===== src/rtl/sprite_engine.sv =====
// Single-sprite line engine: double-buffered registers, IDLE/DRAW/DONE scan FSM, registered pixel output.
// Optional feature: define SPRITE_COLLISION_EN for the sticky sprite/playfield collision flag.
module sprite_engine #(
  parameter int BIT_PIXELS = 4,
  parameter int X_MIN      = 96
) (
  input  logic       clk,
  input  logic       reset,
  input  logic       enable,
  input  logic [2:0] address,
  input  logic [7:0] data_in,
  input  logic       write_enable,
  output logic [7:0] data_out,
  input  logic [9:0] hpos,
  input  logic       in_hblank,
  input  logic       playfield_pixel,
  output logic       sprite_on,
  output logic [7:0] sprite_color
);

  typedef enum logic [1:0] {IDLE = 2'd0, DRAW = 2'd1, DONE = 2'd2} state_e;

  localparam int         CNT_W   = $clog2(BIT_PIXELS * 4 + 1);
  localparam logic [9:0] X_MIN_V = 10'(X_MIN);

  logic [7:0]       grp_p_q, grp_p_d, xlo_p_q, xlo_p_d, color_p_q, color_p_d;
  logic [1:0]       xhi_p_q, xhi_p_d;
  logic [2:0]       ctrl_p_q, ctrl_p_d;
  logic [7:0]       grp_a_q, grp_a_d, xlo_a_q, xlo_a_d, color_a_q, color_a_d;
  logic [1:0]       xhi_a_q, xhi_a_d;
  logic [2:0]       ctrl_a_q, ctrl_a_d;
  logic             hblank_q, hblank_d;
  state_e           state_q, state_d;
  logic [2:0]       bit_idx_q, bit_idx_d, disp_idx;
  logic [CNT_W-1:0] pix_cnt_q, pix_cnt_d, pix_last;
  logic             sprite_on_q, sprite_on_d;
  logic [7:0]       data_out_q, data_out_d;
  logic [9:0]       x_act, start_x;
  logic             wr_en, rd_en, transfer, coll_rd;
  int               span;

  assign wr_en    = enable & write_enable;
  assign rd_en    = enable & ~write_enable;
  assign transfer = in_hblank & ~hblank_q;
  assign x_act    = {xhi_a_q, xlo_a_q};
  assign start_x  = (x_act < X_MIN_V) ? X_MIN_V : x_act;

  // NOTE: every always_comb output gets a default first so no path can infer a latch.
  always_comb begin
    grp_p_d   = grp_p_q;
    xlo_p_d   = xlo_p_q;
    xhi_p_d   = xhi_p_q;
    ctrl_p_d  = ctrl_p_q;
    color_p_d = color_p_q;
    hblank_d  = in_hblank;
    if (wr_en) begin
      case (address)
        3'd0:    grp_p_d   = data_in;
        3'd1:    xlo_p_d   = data_in;
        3'd2:    xhi_p_d   = data_in[1:0];
        3'd3:    ctrl_p_d  = data_in[2:0];
        3'd4:    color_p_d = data_in;
        default: ;
      endcase
    end
    // Forwarding the pending next-values lets a write landing on the transfer edge win.
    grp_a_d   = transfer ? grp_p_d   : grp_a_q;
    xlo_a_d   = transfer ? xlo_p_d   : xlo_a_q;
    xhi_a_d   = transfer ? xhi_p_d   : xhi_a_q;
    ctrl_a_d  = transfer ? ctrl_p_d  : ctrl_a_q;
    color_a_d = transfer ? color_p_d : color_a_q;
  end

  always_comb begin
    case (ctrl_a_q[2:1])
      2'b00:   span = BIT_PIXELS;
      2'b01:   span = BIT_PIXELS * 2;
      default: span = BIT_PIXELS * 4;
    endcase
    pix_last = CNT_W'(span - 1);
  end

  always_comb begin
    state_d   = state_q;
    bit_idx_d = bit_idx_q;
    pix_cnt_d = pix_cnt_q;
    if (transfer) begin
      state_d   = IDLE;
      bit_idx_d = 3'd0;
      pix_cnt_d = '0;
    end else begin
      case (state_q)
        IDLE: if (!in_hblank && hpos == start_x) begin
          state_d   = DRAW;
          bit_idx_d = 3'd0;
          pix_cnt_d = '0;
        end
        DRAW: begin
          if (in_hblank) begin
            state_d = IDLE;
          end else if (pix_cnt_q == pix_last) begin
            pix_cnt_d = '0;
            if (bit_idx_q == 3'd7) state_d = DONE;
            else bit_idx_d = bit_idx_q + 3'd1;
          end else begin
            pix_cnt_d = pix_cnt_q + 1'b1;
          end
        end
        DONE:    ;
        default: state_d = IDLE;
      endcase
    end
    // The pixel is chosen from the post-transition position, so it appears one clock after its hpos.
    disp_idx    = ctrl_a_q[0] ? bit_idx_d : 3'd7 - bit_idx_d;
    sprite_on_d = (state_d == DRAW) && grp_a_q[disp_idx];
  end

`ifdef SPRITE_COLLISION_EN
  logic collision_q, collision_d;

  always_comb begin
    collision_d = collision_q;
    if (wr_en && address == 3'd5) collision_d = 1'b0;
    if (sprite_on_q && playfield_pixel) collision_d = 1'b1;
  end

  always_ff @(posedge clk or negedge reset) begin
    if (!reset) collision_q <= 1'b0;
    else        collision_q <= collision_d;
  end

  assign coll_rd = collision_q;
`else
  logic pf_unused;
  assign pf_unused = playfield_pixel;
  assign coll_rd   = 1'b0;
`endif

  always_comb begin
    data_out_d = data_out_q;
    if (rd_en) begin
      case (address)
        3'd0:    data_out_d = grp_a_q;
        3'd1:    data_out_d = xlo_a_q;
        3'd2:    data_out_d = {6'b0, xhi_a_q};
        3'd3:    data_out_d = {5'b0, ctrl_a_q};
        3'd4:    data_out_d = color_a_q;
        3'd5:    data_out_d = {7'b0, coll_rd};
        3'd6:    data_out_d = {6'b0, state_q};
        default: data_out_d = 8'h00;
      endcase
    end
  end

  // NOTE: sequential state uses non-blocking assignments so all flops update from pre-edge values.
  always_ff @(posedge clk or negedge reset) begin
    if (!reset) begin
      grp_p_q     <= '0;
      xlo_p_q     <= '0;
      xhi_p_q     <= '0;
      ctrl_p_q    <= '0;
      color_p_q   <= '0;
      grp_a_q     <= '0;
      xlo_a_q     <= '0;
      xhi_a_q     <= '0;
      ctrl_a_q    <= '0;
      color_a_q   <= '0;
      hblank_q    <= 1'b0;
      state_q     <= IDLE;
      bit_idx_q   <= '0;
      pix_cnt_q   <= '0;
      sprite_on_q <= 1'b0;
      data_out_q  <= '0;
    end else begin
      grp_p_q     <= grp_p_d;
      xlo_p_q     <= xlo_p_d;
      xhi_p_q     <= xhi_p_d;
      ctrl_p_q    <= ctrl_p_d;
      color_p_q   <= color_p_d;
      grp_a_q     <= grp_a_d;
      xlo_a_q     <= xlo_a_d;
      xhi_a_q     <= xhi_a_d;
      ctrl_a_q    <= ctrl_a_d;
      color_a_q   <= color_a_d;
      hblank_q    <= hblank_d;
      state_q     <= state_d;
      bit_idx_q   <= bit_idx_d;
      pix_cnt_q   <= pix_cnt_d;
      sprite_on_q <= sprite_on_d;
      data_out_q  <= data_out_d;
    end
  end

  assign data_out     = data_out_q;
  assign sprite_on    = sprite_on_q;
  assign sprite_color = color_a_q;

endmodule

===== config.mk =====
export PLATFORM = sky130hd
export DESIGN_NAME = sprite_engine
export DESIGN_NICKNAME = d
export VERILOG_FILES = /design/src/rtl/sprite_engine.sv
export SDC_FILE = /design/constraint.sdc
export NUM_CORES = 1
export LEC_CHECK = 0
export BUFFER_PORTS_ARGS = -buffer_cell sky130_fd_sc_hd__buf_2
export CAP_MARGIN = 20
export CORE_MARGIN = 10
export CORE_UTILIZATION = 55
export DETAILED_ROUTE_END_ITERATION = 8
export PLACE_DENSITY = 0.75
export SYNTH_ARGS = -nofsm -noshare
export SYNTH_HDL_FRONTEND = slang
export SYNTH_SLANG_ARGS = --single-unit
export TNS_END_PERCENT = 1

===== constraint.sdc =====
create_clock -name clk -period 4.3 [get_ports clk]
set_clock_uncertainty 0.1 [all_clocks]
set_input_delay 0.215 -clock clk [delete_from_list [all_inputs] [get_ports clk]]
set_output_delay 0.215 -clock clk [all_outputs]
set_load 0.005 [all_outputs]

Yosys cells after proc, flatten, opt, wreduce, memory -nomap -nowiden:

Cells that the tools add are included.

* reduce and logical (&&, ||, !) cells: 8
* mux-type cells: 33
* order comparisons: 2
* bitwise operators: 5
* add/sub/neg operators: 4
* equality and inequality tests: 14

Operators by type and width (count)
* two-way mux 8 bit: 6
* case mux 8 bit (6 select lines): 1
* two-way mux 3 bit: 8
* two-way mux 5 bit: 4
* case mux 5 bit (2 select lines): 2
* two-way mux 2 bit: 7
* equality test 10 bit: 1
* less-than comparator 10 x 7 -> 1 bit (second input constant): 1
* two-way mux 10 bit: 1
* equality test 3 bit (second input constant): 3
* equality test 2 x 1 -> 1 bit (second input constant): 3
* equality test 3 x 2 -> 1 bit (second input constant): 2
* != test 3 bit (second input constant): 2
* case mux 2 bit (3 select lines): 1
* case mux 3 bit (2 select lines): 1
* adder 5 x 1 -> 5 bit (second input constant): 1
* equality test 5 bit: 1
* subtractor 5 x 2 -> 5 bit (second input constant): 1
* zero test 2 bit: 2
* less-than comparator 3 x 4 -> 1 bit (second input constant): 1
* adder 3 x 1 -> 3 bit (second input constant): 1
* AND 1 bit: 3
* binary-select mux 1 bit (select 3 bit): 1
* equality test 3 x 1 -> 1 bit (second input constant): 1
* other kinds (9): 11

* bits of input ports: 27
* logic and storage cells: 82
* bits in registers: 78
* output and inout bits: 17

Logic depth before layout (Yosys ltp):

* depth after elaboration: 13
* gate-level depth with buffers: 12
* depth with buffers taken out: 11

Least setup slack after synthesis:

No wires, ideal clock.

* path type: reg2reg
* start: reg ctrl_a_q[2]
* end: reg sprite_on_q (netlist: sprite_on)
* cell stages (with the launch flop): 13
* arrival time: 3.003 ns
* path buffers: 1
* period minus slack after synthesis: 3.230 ns
* data required time: 4.073 ns
* path slack: 1.070 ns
* path through: dfrtp_1 > or2_2 > ha_1 > xnor3_1 > o2111ai_1 > or4_1 > a21oi_1 > a311oi_2 > buf_4 > o21a_1 > a2111o_1 > nand4_1 > o41ai_2

* cells in the longest elaborated chain, start to end: 13
* elaborated cells between the ends (all ways): 19
* those cells by class: add/sub: 2; eq/ne: 3; mux: 12; reduce/logical: 2

RTL lines
* start, declared: RTL line 31 `logic [2:0] ctrl_a_q, ctrl_a_d;`
* start signal, assigned: RTL line 183 `ctrl_a_q <= ctrl_a_d;`
* equality test 2 x 1 -> 1 bit or zero test 2 bit (tied branches): RTL line 75 `case (ctrl_a_q[2:1])`
* case mux 5 bit (2 select lines) (*): RTL line 75
* subtractor 5 x 2 -> 5 bit (*): RTL line 80 `pix_last = CNT_W'(span - 1);`
* equality test 5 bit (*): RTL line 101 `end else if (pix_cnt_q == pix_last) begin`
* two-way mux 3 bit: RTL line 101
* two-way mux 3 bit: RTL line 99 `if (in_hblank) begin`
* case mux 3 bit (2 select lines): RTL line 92 `case (state_q)`
* two-way mux 3 bit: RTL line 87 `if (transfer) begin`
* subtractor 3 bit: RTL line 114 `disp_idx = ctrl_a_q[0] ? bit_idx_d : 3'd7 - bit_idx_d;`
* two-way mux 3 bit: RTL line 114
* binary-select mux 1 bit (select 3 bit): RTL line 115 `sprite_on_d = (state_d == DRAW) && grp_a_q[disp_idx];`
* two-way mux 1 bit (implied by the code): RTL line 115
* logical AND 1 bit (*): RTL line 115
* net sprite_on_d: RTL line 36 `logic sprite_on_q, sprite_on_d;`
* end signal, assigned: RTL line 189 `sprite_on_q <= sprite_on_d;`
* end, declared: RTL line 36

The timed path passes the listed nets; every way through them passes the cells marked *. The select of a mux whose other input is x is not followed.
A chain may end at the register's enable or synchronous reset.

Worst setup path in the final report:

Ends and elaborated chain as after synthesis.

==> results.py <==
metrics = {
    "clock_network": {
        "clk_latency_ns": 0.35,
        "numCtsBuffers": 9,
        "h-tree-depth": 3,
        "cts_tree": "yes",
        "path_clk_slew_ns": 0.09,
        "clock_path_buffers": 2,
        "cts-root-buf": "clkbuf_8",
        "cts.sinks": 78,
    },
    "cells_and_area": {
        "areaGrowthSynthToFinish_pct": 12.15,
        "num-nets-final": 466,
        "fillers": 578,
        "drive_above_1_share_pct": 24.77,
        "insertedDiodeCount": 0,
        "utilization_pct": 64.37,
    },
    "timing": {
        "fmax_mhz": 279.6,
        "period_share_pct": 83.17,
        "setup_viol": 0,
        "fin_ws_ns": 0.7235,
        "tns_ns": 0,
        "worst_pin_slew_ns": 0.9602,
        "slew_violations": 0,
        "relSlewSlack_pct": 35.99,
        "period_minus_slack_ns": 3.576,
        "whs_ns": 0.03299,
        "hold_viol_final": 0,
        "rsz0062_at_grt": "false",
    },
    "placed_design": {
        "portBuffers": 42,
        "dp_slack_ns": 0.7470,
        "hpwl_mm": 6.428,
        "place_congestion": 0.8425,
    },
    "yosys": {
        "ys_ff_latch": 78,
        "post_synth.cell_area_avg_um2": 10.01,
        "synth_cells": 394,
        "syn_area_mm2": 0.003943,
        "synth_top_area_share_pct": 49.51,
        "synth-edff-count": 0,
        "synth_common_cells": "nand2_1, dfrtp_1, mux2_2",
        "ys_seq_area_share_pct": 49.51,
        "ys_types": 60,
        "ys_warn_count": 0,
        "synth_area_leader_cell": "dfrtp_1",
        "synth_nets": 425,
        "yosys_most_used_dff": "dfrtp_1",
        "yosysMostFrequentCell": "nand2_1",
        "ys_top_cells_by_area": "dfrtp_1, nand2_1, mux2_2",
        "synthArstFlopShare_pct": 100.0,
    },
    "worst_hold_path": {
        "worstHoldPathType": "in2reg",
    },
    "pwr": {
        "power_density_mw_per_mm2": 431.7,
        "p_leak_nw": 2.140,
        "max-vdd-ir-drop_uv": 230.1,
        "total_power_w": 0.001909,
    },
    "route": {
        "drc": 0,
        "drt_iter0_markers": 243,
        "drt_first_pass_iters": 5,
        "postRouteAntennaNets": 0,
        "wl_mm": 9.114,
        "vias_per_cell": 5.662,
        "wl_per_cell_um": 17.00,
        "routed-via-count": 3035,
    },
    "floorplan": {
        "core-area_mm2": 0.006869,
        "row_count": 30,
        "start_util_pct": 57.40,
        "io_pins": 44,
        "die_area_mm2": 0.01095,
        "chipHeight_um": 104.7,
        "fp.dieW_um": 104.7,
    },
    "setup_path": {
        "reg2reg_setup_slack_ns": 0.72,
        "end_kind": "flop",
        "critPathLaunchType": "flop",
        "cp_max_fo": 11,
        "critPathArrivalTime_ns": 3.71,
        "critPathKind": "reg2reg",
        "worstPathRequired_ns": 4.43,
    },
    "global_route": {
        "antenna_found_initial": 0,
        "grt_max_degree": 79,
        "overflow": 0,
        "track_usage_pct": 16.94,
        "grt_pass1_vias": 2954,
        "grt_pass1_wl_mm": 15.21,
    },
    "run": {
        "maxCapViolCount": 0,
    },
    "status": {
        "status": "finished, final reports clean",
    },
}
-- critical path, stage by stage (launching register included) --
cell and delay [ns]:
dfrtp_1 0.43, or2_2 0.33, ha_1 0.20, xnor3_1 0.39, o2111ai_1 0.24, o21ai_0 0.23, a21oi_1 0.09, a311oi_2 0.70
a21oi_1 0.19, or2b_2 0.34, a21oi_2 0.15, o41ai_2 0.07
-- what timing repair did --
action                                 in CTS  in global routing
resized for setup                           0                  0
hold buffers                                2                  0
endpoints found under the hold margin      79                  0
setup buffers                               0                  0
-- where the power goes --
part | total, W | internal (W) | switching (W)
clock | 0.000529 | 0.000246 | 0.000283
sequential | 0.000973 | 0.000864 | 0.000108
combinational | 0.000407 | 0.000196 | 0.000211
total | 0.00191 | 0.00131 | 0.000602
-- metal layers --
| layer | routed length (um) | up-vias | global-route usage [%] |
|---|---|---|---|
| met5 | 0 | - | 0 |
| li1 | - | 1468 | - |
| met1 | 4376 | 1469 | 23.72 |
| met2 | 4080 | 86 | 25.25 |
| met3 | 494 | 12 | 3.563 |
| met4 | 162 | 0 | 6.176 |
-- cells by family (layout without fill, tap and decap cells) --
group | count (synthesis) | after routing | synth area share [%]
flip-flops | 78 | 78 | 49.51
adder cells (fa/ha/maj) | 4 | 4 | 1.269
buffers and inverters | 26 | 72 | 3.015
multiplexers | 41 | 41 | 11.68
AO/OA/AOI/OAI | 76 | 76 | 14.34
XOR/XNOR | 5 | 5 | 1.460
AND/OR/NAND/NOR | 164 | 164 | 18.72
-- metrics by stage --
| step | instance area, um2 | std cells |
|---|---|---|
| 6_report | 4422 | 536 |
| 5_1_grt | 4422 | 536 |
| 4_1_cts | 4422 | 536 |
| 3_5_place_dp | 4210 | 518 |
| 3_3_place_gp | 4210 | 518 |
| 2_1_floorplan | 3943 | 394 |
-- registers in the layout (all words and copies together), names as in the netlist --
| signal | flops |
|---|---|
| ctrl_a_q | 3 |
| xhi_p_q | 2 |
| ctrl_p_q | 3 |
| xlo_p_q | 8 |
| grp_p_q | 8 |
| state_q | 2 |
| xlo_a_q | 8 |
| color_p_q | 8 |
| sprite_color | 8 |
| pix_cnt_q | 5 |
| hblank_q | 1 |
| xhi_a_q | 2 |
| bit_idx_q | 3 |
| grp_a_q | 8 |
| data_out | 8 |
| sprite_on | 1 |
-- cells in the final DEF, fill, tap and decap left out, types with 3 or more instances in the layout --
| cell | count |
|---|---|
| clkbuf_8 | 11 |
| mux2i_1 | 10 |
| nor3_1 | 9 |
| dfrtp_1 | 78 |
| mux2_2 | 30 |
| o21a_1 | 4 |
| nor2_1 | 19 |
| a22o_1 | 5 |
| a31oi_1 | 3 |
| or2_2 | 4 |
| nand4_1 | 3 |
| nand3_1 | 6 |
| buf_2 | 41 |
| o21ai_0 | 25 |
| xor2_1 | 4 |
| ha_1 | 4 |
| a21oi_1 | 9 |
| a22oi_1 | 4 |
| inv_1 | 10 |
| nand2b_1 | 6 |
| nand2_1 | 97 |
-- worst paths after layout --
kind | depth (start not counted) | start | end
min in group asynchronous | 2 | reset | pix_cnt_q[1]
worst min register to register | 2 | data_out[1] | data_out[1]
worst max register to register | 11 | ctrl_a_q[2] | sprite_on
worst min-delay path | 2 | data_in[5] | xlo_p_q[5]
max in group asynchronous | 2 | reset | xlo_p_q[6]
worst max-delay path | 11 | ctrl_a_q[2] | sprite_on
-- cell type report --
| cell class | count | area (um2) | share of cell area (%) |
|---|---|---|---|
| Clock buffer | 11 | 151.4 | 3.424 |
| Multi-Input combinational cell | 290 | 1877 | 42.44 |
| Timing Repair Buffer | 45 | 240.2 | 5.433 |
| Sequential cell | 78 | 1952 | 44.14 |
| Tap cell | 96 | 120.1 | 2.716 |
| Inverter | 11 | 41.29 | 0.9338 |
| Clock inverter | 5 | 40.04 | 0.9055 |
Note: power is estimated with default switching activity, not from simulation.
